==> src/rtl/muldiv_sequencer.sv <==
// Iterative MUL/MULH/DIV/REM sequencer: shift-add multiply, restoring divide (MULDIV_EARLY_OUT_EN: MUL/MULH early exit).
// Latency: XLEN+2 cycles start-to-done; DIV/REM by zero and overflow finish in 1 cycle.
// Backpressure: stall holds the pipeline while an op is accepted or running; start is ignored while busy.
module muldiv_sequencer #(
    parameter  int XLEN = 32,
    localparam int CNTW = $clog2(XLEN) + 1
) (
    input  logic            clk,
    input  logic            rst_n,
    input  logic            start,
    input  logic [1:0]      op,
    input  logic [XLEN-1:0] a,
    input  logic [XLEN-1:0] b,
    input  logic            kill,
    output logic            stall,
    output logic            busy,
    output logic            done,
    output logic [XLEN-1:0] result
);
    typedef enum logic [1:0] {S_IDLE, S_CALC, S_FIX, S_DONE} state_t;

    localparam logic [1:0]        OP_MUL  = 2'b00;
    localparam logic [1:0]        OP_MULH = 2'b01;
    localparam logic [1:0]        OP_DIV  = 2'b10;
    localparam logic [XLEN-1:0]   ONE     = 1;
    localparam logic [2*XLEN-1:0] ONE2    = 1;
    localparam logic [XLEN-1:0]   INT_MIN = {1'b1, {(XLEN-1){1'b0}}};

    state_t            state, state_nxt;
    logic [1:0]        op_q, op_nxt;
    logic [CNTW-1:0]   cnt, cnt_nxt;
    logic [2*XLEN-1:0] acc, acc_nxt;
    logic [2*XLEN-1:0] mcand, mcand_nxt;
    logic [XLEN-1:0]   mplier, mplier_nxt;
    logic              sgn, sgn_nxt;
    logic [XLEN-1:0]   result_nxt;

    logic              accept;
    logic [XLEN-1:0]   a_abs, b_abs, mpl_init;
    logic [XLEN:0]     rem_sh, diff;
    logic [2*XLEN-1:0] prod_fix;
    logic [XLEN-1:0]   fix_val;

    assign a_abs  = a[XLEN-1] ? (~a + ONE) : a;
    assign b_abs  = b[XLEN-1] ? (~b + ONE) : b;
    assign accept = start & ~kill & ((state == S_IDLE) | (state == S_DONE));
    assign stall  = accept | busy;

    // Divide state lives in acc low word (remainder) and mplier (dividend out / quotient in).
    assign rem_sh   = {acc[XLEN-1:0], mplier[XLEN-1]};
    assign diff     = rem_sh - {1'b0, mcand[XLEN-1:0]};
    assign prod_fix = sgn ? (~acc + ONE2) : acc;
    assign mpl_init = (op == OP_MUL) ? b : (op[1] ? a_abs : b_abs);

    always_comb begin
        case (op_q)
            OP_MUL:  fix_val = acc[XLEN-1:0];
            OP_MULH: fix_val = prod_fix[2*XLEN-1:XLEN];
            OP_DIV:  fix_val = sgn ? (~mplier + ONE) : mplier;
            default: fix_val = sgn ? (~acc[XLEN-1:0] + ONE) : acc[XLEN-1:0];
        endcase
    end

    always_comb begin
        state_nxt  = state;
        op_nxt     = op_q;
        cnt_nxt    = cnt;
        acc_nxt    = acc;
        mcand_nxt  = mcand;
        mplier_nxt = mplier;
        sgn_nxt    = sgn;
        result_nxt = result;
        case (state)
            S_IDLE, S_DONE: begin
                state_nxt = S_IDLE;
                if (accept) begin
                    op_nxt = op;
                    if (op[1] && (b == '0)) begin
                        state_nxt  = S_DONE;
                        result_nxt = op[0] ? a : '1;
                    end else if (op[1] && (a == INT_MIN) && (b == '1)) begin
                        state_nxt  = S_DONE;
                        result_nxt = op[0] ? '0 : a;
                    end else begin
                        state_nxt  = S_CALC;
                        cnt_nxt    = CNTW'(XLEN);
                        acc_nxt    = '0;
                        mplier_nxt = mpl_init;
                        if (op == OP_MUL) begin
                            mcand_nxt = {{XLEN{1'b0}}, a};
                            sgn_nxt   = 1'b0;
                        end else begin
                            mcand_nxt = {{XLEN{1'b0}}, op[1] ? b_abs : a_abs};
                            sgn_nxt   = (op == 2'b11) ? a[XLEN-1] : (a[XLEN-1] ^ b[XLEN-1]);
                        end
`ifdef MULDIV_EARLY_OUT_EN
                        if (!op[1] && (mpl_init == '0)) state_nxt = S_FIX;
`endif
                    end
                end
            end
            S_CALC: begin
                cnt_nxt = cnt - CNTW'(1);
                if (op_q[1]) begin
                    if (!diff[XLEN]) begin
                        acc_nxt    = {{XLEN{1'b0}}, diff[XLEN-1:0]};
                        mplier_nxt = {mplier[XLEN-2:0], 1'b1};
                    end else begin
                        acc_nxt    = {{XLEN{1'b0}}, rem_sh[XLEN-1:0]};
                        mplier_nxt = {mplier[XLEN-2:0], 1'b0};
                    end
                end else begin
                    if (mplier[0]) acc_nxt = acc + mcand;
                    mcand_nxt  = mcand << 1;
                    mplier_nxt = mplier >> 1;
                end
                if (cnt == CNTW'(1)) state_nxt = S_FIX;
`ifdef MULDIV_EARLY_OUT_EN
                if (!op_q[1] && ((mplier >> 1) == '0)) state_nxt = S_FIX;
`endif
            end
            S_FIX: begin
                state_nxt  = S_DONE;
                result_nxt = fix_val;
            end
            default: state_nxt = S_IDLE;
        endcase
        // Flush wins over everything, including a finishing FIX.
        if (kill) begin
            state_nxt  = S_IDLE;
            result_nxt = result;
        end
    end

    always_ff @(posedge clk or negedge rst_n) begin
        if (!rst_n) begin
            state  <= S_IDLE;
            op_q   <= '0;
            cnt    <= '0;
            acc    <= '0;
            mcand  <= '0;
            mplier <= '0;
            sgn    <= 1'b0;
            result <= '0;
            busy   <= 1'b0;
            done   <= 1'b0;
        end else begin
            state  <= state_nxt;
            op_q   <= op_nxt;
            cnt    <= cnt_nxt;
            acc    <= acc_nxt;
            mcand  <= mcand_nxt;
            mplier <= mplier_nxt;
            sgn    <= sgn_nxt;
            result <= result_nxt;
            busy   <= (state_nxt == S_CALC) | (state_nxt == S_FIX);
            done   <= (state_nxt == S_DONE);
        end
    end
endmodule

==> config.mk <==
export PLATFORM = sky130hd
export DESIGN_NAME = muldiv_sequencer
export DESIGN_NICKNAME = d
export VERILOG_FILES = /design/src/rtl/muldiv_sequencer.sv
export SDC_FILE = /design/constraint.sdc
export NUM_CORES = 1
export LEC_CHECK = 0
export ABC_AREA = 1
export CAP_MARGIN = 10
export CORE_MARGIN = 5
export CORE_UTILIZATION = 28
export DETAILED_ROUTE_END_ITERATION = 6
export PLACE_DENSITY_LB_ADDON = 0.25
export SLEW_MARGIN = 40
export SYNTH_ARGS = -nofsm -noshare
export SYNTH_HDL_FRONTEND = slang
export SYNTH_SLANG_ARGS = --single-unit
==> constraint.sdc <==
create_clock -name clk -period 3.6 [get_ports clk]
set_input_delay 0.72 -clock clk [delete_from_list [all_inputs] [get_ports clk]]
set_output_delay 0.72 -clock clk [all_outputs]
set_load 0.02 [all_outputs]
# --- Word level (Yosys, flattened, before mapping) ---
# Index checks and enable logic that the tools add are counted.
word_totals:
  reg_bits: 205
  latch_bits: 0
  ram_bits: 0
  mem_bits_ro: 0
  inputBits: 70
  output_inout_bits: 35
  wordCells: 112
  mem_count: 0
op_classes:
  add_sub_neg: 8
  mul: 0
  n_div: 0
  order_cmp: 0
  n_eq_ne: 18
  n_shift: 0
  n_mux: 46
  bitwise: 14
  reduce_logical: 16
op_table:
  columns: ["cell", "count"]
  rows:
  - ["64-bit 2-to-1 mux", 10]
  - ["32-bit 2-to-1 mux", 18]
  - ["64-bit one-hot mux with 2 select lines", 2]
  - ["32-bit by 1-bit adder with 32-bit output (second input constant)", 4]
  - ["32-bit inverter", 4]
  - ["32-bit one-hot mux with 2 select lines", 2]
  - ["32-bit one-hot mux with 3 select lines", 1]
  - ["64-bit by 1-bit adder with 64-bit output (second input constant)", 1]
  - ["64-bit adder", 1]
  - ["32-bit equality test (second input constant)", 2]
  - ["64-bit inverter", 1]
  - ["33-bit by 32-bit subtractor with 33-bit output", 1]
  - ["32-bit zero test", 1]
  - ["6-bit 2-to-1 mux", 3]
  - ["2-bit equality test (second input constant)", 6]
  - ["6-bit one-hot mux with 2 select lines", 1]
  - ["4-bit AND reduction", 3]
  - ["2-bit 2-to-1 mux", 5]
  - ["5-bit AND reduction", 2]
  - ["2-bit inequality test (second input constant)", 4]
  - ["2-bit by 1-bit equality test with 1-bit output (second input constant)", 3]
  - ["6-bit by 1-bit equality test with 1-bit output (second input constant)", 1]
  - ["2-bit zero test", 3]
  - ["3-bit inequality test (second input constant)", 2]
  - ["other kinds (11)", 21]

# --- Depth between registers and ports, before layout ---
logic_depth:
  depth_word: 10
  mapped_depth: 19
  depth_no_buf: 18

# --- Least setup slack after synthesis ---
# Ideal clock, no wire load.
synth_path:
  kind: "input -> register"
  from: "in b[1]"
  to: "reg busy"
  setup_time_ns: 0.126
  arrival_ns: 2.339
  t_required_ns: 3.474
  slack_ns: 1.135
  path_stages: 15
  path_buffers: 2
  path_cell_list: "inv_1 -> ha_1 -> inv_1 -> nor2_1 -> nand3_1 -> nor2_2 -> nand2_1 -> nor2_1 -> nand2_2 -> nand3_1 -> nand2_1 -> buf_2 -> buf_1 -> nand2_1 -> ha_1"
synth_via:
  elab_chain_cells: 9
  word_cells_on_any_way: 12
  classes_between: "eq/ne: 3; mux: 5; bitwise: 1; reduce/logical: 3"
synth_rtl:
  columns: ["item", "line", "rtl"]
  rows:
  - ["from (decl)", "13", "input logic [XLEN-1:0] b,"]
  - ["32-bit equality test", "81", "end else if (op[1] && (a == INT_MIN) && (b == '1)) begin"]
  - ["1-bit logical AND", "81", null]
  - ["2-bit 2-to-1 mux", "81", null]
  - ["2-bit 2-to-1 mux (*)", "78", "if (op[1] && (b == '0)) begin"]
  - ["2-bit 2-to-1 mux (*)", "76", "if (accept) begin"]
  - ["2-bit one-hot mux with 3 select lines (*)", "73", "case (state)"]
  - ["2-bit 2-to-1 mux (*)", "129", "if (kill) begin"]
  - ["named net state_nxt[1]", "29", "state_t state, state_nxt;"]
  - ["2-bit by 1-bit equality test with 1-bit output or 2-bit equality test (tied branches)", "156", "busy <= (state_nxt == S_CALC) | (state_nxt == S_FIX);"]
  - ["1-bit OR (*)", "156", null]
  - ["to (signal assigned)", "156", null]
  - ["to (decl)", "16", "output logic busy,"]
# The timed path passes the listed nets; every way through them passes the cells marked *.
# A chain may end at the register's enable or synchronous reset.

# --- Worst setup path after layout ---
layout_path:
  from: "reg acc[0]"
  to: "reg acc[22]"
layout_via:
  elab_chain_cells: 4
  word_cells_on_any_way: 6
  classes_between: "add/sub: 2; mux: 4"
layout_rtl:
  columns: ["item", "line", "rtl"]
  rows:
  - ["from (decl)", "32", "logic [2*XLEN-1:0] acc, acc_nxt;"]
  - ["from (signal assigned)", "151", "acc <= acc_nxt;"]
  - ["64-bit adder or 33-bit by 32-bit subtractor with 33-bit output (tied branches)", "113, 51", null]
  - ["64-bit 2-to-1 mux or 32-bit 2-to-1 mux (tied branches)", "113, 105", null]
  - ["64-bit 2-to-1 mux (*)", "104", "if (op_q[1]) begin"]
  - ["64-bit one-hot mux with 2 select lines (*)", "73", null]
# Mark *: on every way between the ends. The rest lies on a longest branch, timed or not. The select of a mux whose other input is x is not followed.

==> flow_summary.ini <==
[setup_path]
worstReg2RegEnd = acc[22]
reg2reg_depth = 17
crit_arrival_ns = 3.73
cp.required_ns = 4.07
cpPeakStageDelay_ns = 0.54
r2r-start = acc[0]
path_max_fanout = 6
endpoint_kind = register
critical-path-slowest-cell = dfrtp_1
crit_chain = ha_1 -> inv_1 -> fa_1 -> inv_1 -> nand3_1 -> nand3_1 -> nand2_1 -> nand2_1 -> nand2_1 -> nand2_1 -> nand2_1 -> nand2_1 -> nand2_1 -> a21oi_1 -> nor2_1 -> nand2_1 -> nand2_1
crit_top_cell = nand2_1
worstSetupPathType = reg -> reg
rrSetupSlack_ns = 0.34
start_kind = register

[layout]
fin_area_um2 = 28200
final_cell_mix = nand2_1, inv_1, nor2_1
drive_gt1_frac = 0.0460
syn2layout_area_growth_pct = 15.9
utilization = 0.326
nets = 4698
final_common_cell = nand2_1

[place]
place.gp.congestion = 1.00
dp_hpwl_um = 97900
place_area_um2 = 27300
io_buffers = 104

[global_routing]
grtUsageTotal = 0.243
grt_pass1_vias = 27238
antenna_found_initial = 3
grt_pass1_wl_um = 175000
grt_max_degree = 80
grtUsageMet3 = 0.0368
gr-max-usage-layer = met2
gr-total-overflow = 0
grt_use_met1 = 0.352
grtUsageMet2 = 0.375

[clock_tree]
cts-resized-gates = 0
cts_tree = yes
clock_sinks = 205
clk-insertion-delay-late_ns = 0.59
cts_buffer_depth = 3
clk_pin_slew_ns = 0.06
numCtsBuffers = 28
cts_hold_buffers = 0
postCtsSetupRepairBufs = 0
htree_levels = 1
cts_root_buffer = clkbuf_16

[pwr]
swShare = 0.541
comb_power_share = 0.608
p_per_area_nw_per_um2 = 612
switching_power_mw = 9.35
vdd_ir_drop_max_mv = 0.399
pwr-share-seq = 0.222
internal-power_mw = 7.93
total_power_mw = 17.3
leakage_nw = 14.5
clkPwrFrac = 0.170

[synth]
syn_area_um2 = 24400
synthCells = 4406
ys_seq_elements = 205
syn_nets = 4583
ys_seq_area_frac = 0.211
syn-mean-instance-area_um2 = 5.53
ys_warn_count = 0
synth_top_area_share = 0.236
synth.area.top_cells = nand2_1, dfrtp_1, nand3_1
synth_top_area_cell = nand2_1
yosysUniqueCellTypes = 48

[die]
core_area_um2 = 86600
die_height_um = 305
die_w_um = 305
io_pins = 105
start_util = 0.281
die_area_um2 = 93000
fp-row-count = 108

[timing]
fin_crit_sh = 0.905
setup_tns_ns = 0
fin_skew_ns = 0.0187
finalHoldViolCount = 0
fin_crit_ns = 3.26
fmax_mhz = 307
worst_slew_pin_slew_ns = 0.790
setup_viol = 0
drv_slew = 0
slew_headroom = 0.473
rsz0062_at_grt = false

[route]
via_per_inst = 5.21
drtIter0Drc = 3098
wl_per_cell_um = 20.8
via_count = 29703
drt_drc_violations_left = 0
drt_first_pass_iters = 6
totalWireLength_um = 118000
ant_nets = 0

[hold_path]
hold_path.class = in -> async

[run]
cap_viol_max_count = 0

[outcome]
status = finished clean
==> worst max-delay path: cells and delay by family (launching register included) <==
family	cells	cell delay, ns
and+or+nand+nor	12	1.40
adders and majority gates	2	0.74
DFF	1	0.54
AOI/OAI and AO/OA	1	0.29
buffers and inverters	2	0.17
==> power groups by stage <==
stage / clock, mW / sequential (mW) / combinational, mW
after global routing: 3.07 / 3.87 / 11.6
final: 2.93 / 3.84 / 10.5
after detailed placement: 0 / 3.83 / 10.3
after CTS: 2.99 / 3.80 / 10.3
after global placement: 0 / 3.85 / 10.2
after floorplan: 0 / 3.55 / 6.57
==> logic make-up after synthesis <==
kind of cell	Yosys count	share of synthesized area
buf+inv	719	0.117
simple gates	2662	0.449
compound gates	646	0.144
fa+ha+maj	107	0.0556
flops	205	0.211
xor+xnor	67	0.0241
==> routing by layer <==
layer,up-vias,part of all wire
met1,13866,0.45
met3,185,0.089
met5,-,0
met2,1281,0.42
met4,0,0.034
li1,14371,-
==> cell usage after synthesis, drive strengths merged <==
cell type	count
nand3b	26
o31ai	3
ha	105
buf	65
o32ai	1
clkbuf	76
nand2	1534
fa	2
nand3	433
nor4	2
and2	2
and3	4
o2bb2ai	1
o211ai	13
a31oi	11
xnor2	24
a32oi	1
a22oi	20
o21bai	13
o21a	9
a21oi	264
dfrtp	205
o221ai	4
nand4	62
o21ai	249
nor3	21
inv	575
o22ai	53
or2	9
nor2	568
a21boi	1
xor2	43
a21o	1
o2111ai	2
nor3b	1
clkinv	3
==> registers in the layout, summed over array words and instances (netlist names) <==
register  flops
cnt           6
mplier       32
busy          1
op_q          2
sgn           1
done          1
result       32
state         2
mcand        64
acc          64
==> how the worst max path moves through the flow <==
stage / endpoint / startpoint / depth (start not counted)
2_1_floorplan: busy / b[1] / 15
3_3_place_gp: acc[59] / a[0] / 15
3_5_place_dp: mcand[62] / a[0] / 14
4_1_cts: acc[22] / acc[0] / 17
5_1_grt: acc[22] / acc[0] / 17
6_report: acc[22] / acc[0] / 17
==> cell type report <==
class                   count  area [um^2]
multi-input cells        3482        16400
clock buffers              40          806
repair buffers            226         2130
well taps                1155         1450
clock inverters            10          150
flip-flops and latches    205         5130
fillers                  9891        58400
inverters                 578         2170
diodes                      2         5.00
==> metrics by stage <==
step / hold slack, ns / instances / worst slack, ns
global placement: 0.465 / 5646 / 0.288
global route: 0.177 / 5696 / 0.224
finish: 0.112 / 5698 / 0.341
floorplan: 0.424 / 4406 / 1.14
detailed placement: 0.464 / 5646 / 0.225
CTS: 0.150 / 5696 / 0.436
(Power assumes the default switching activity.)
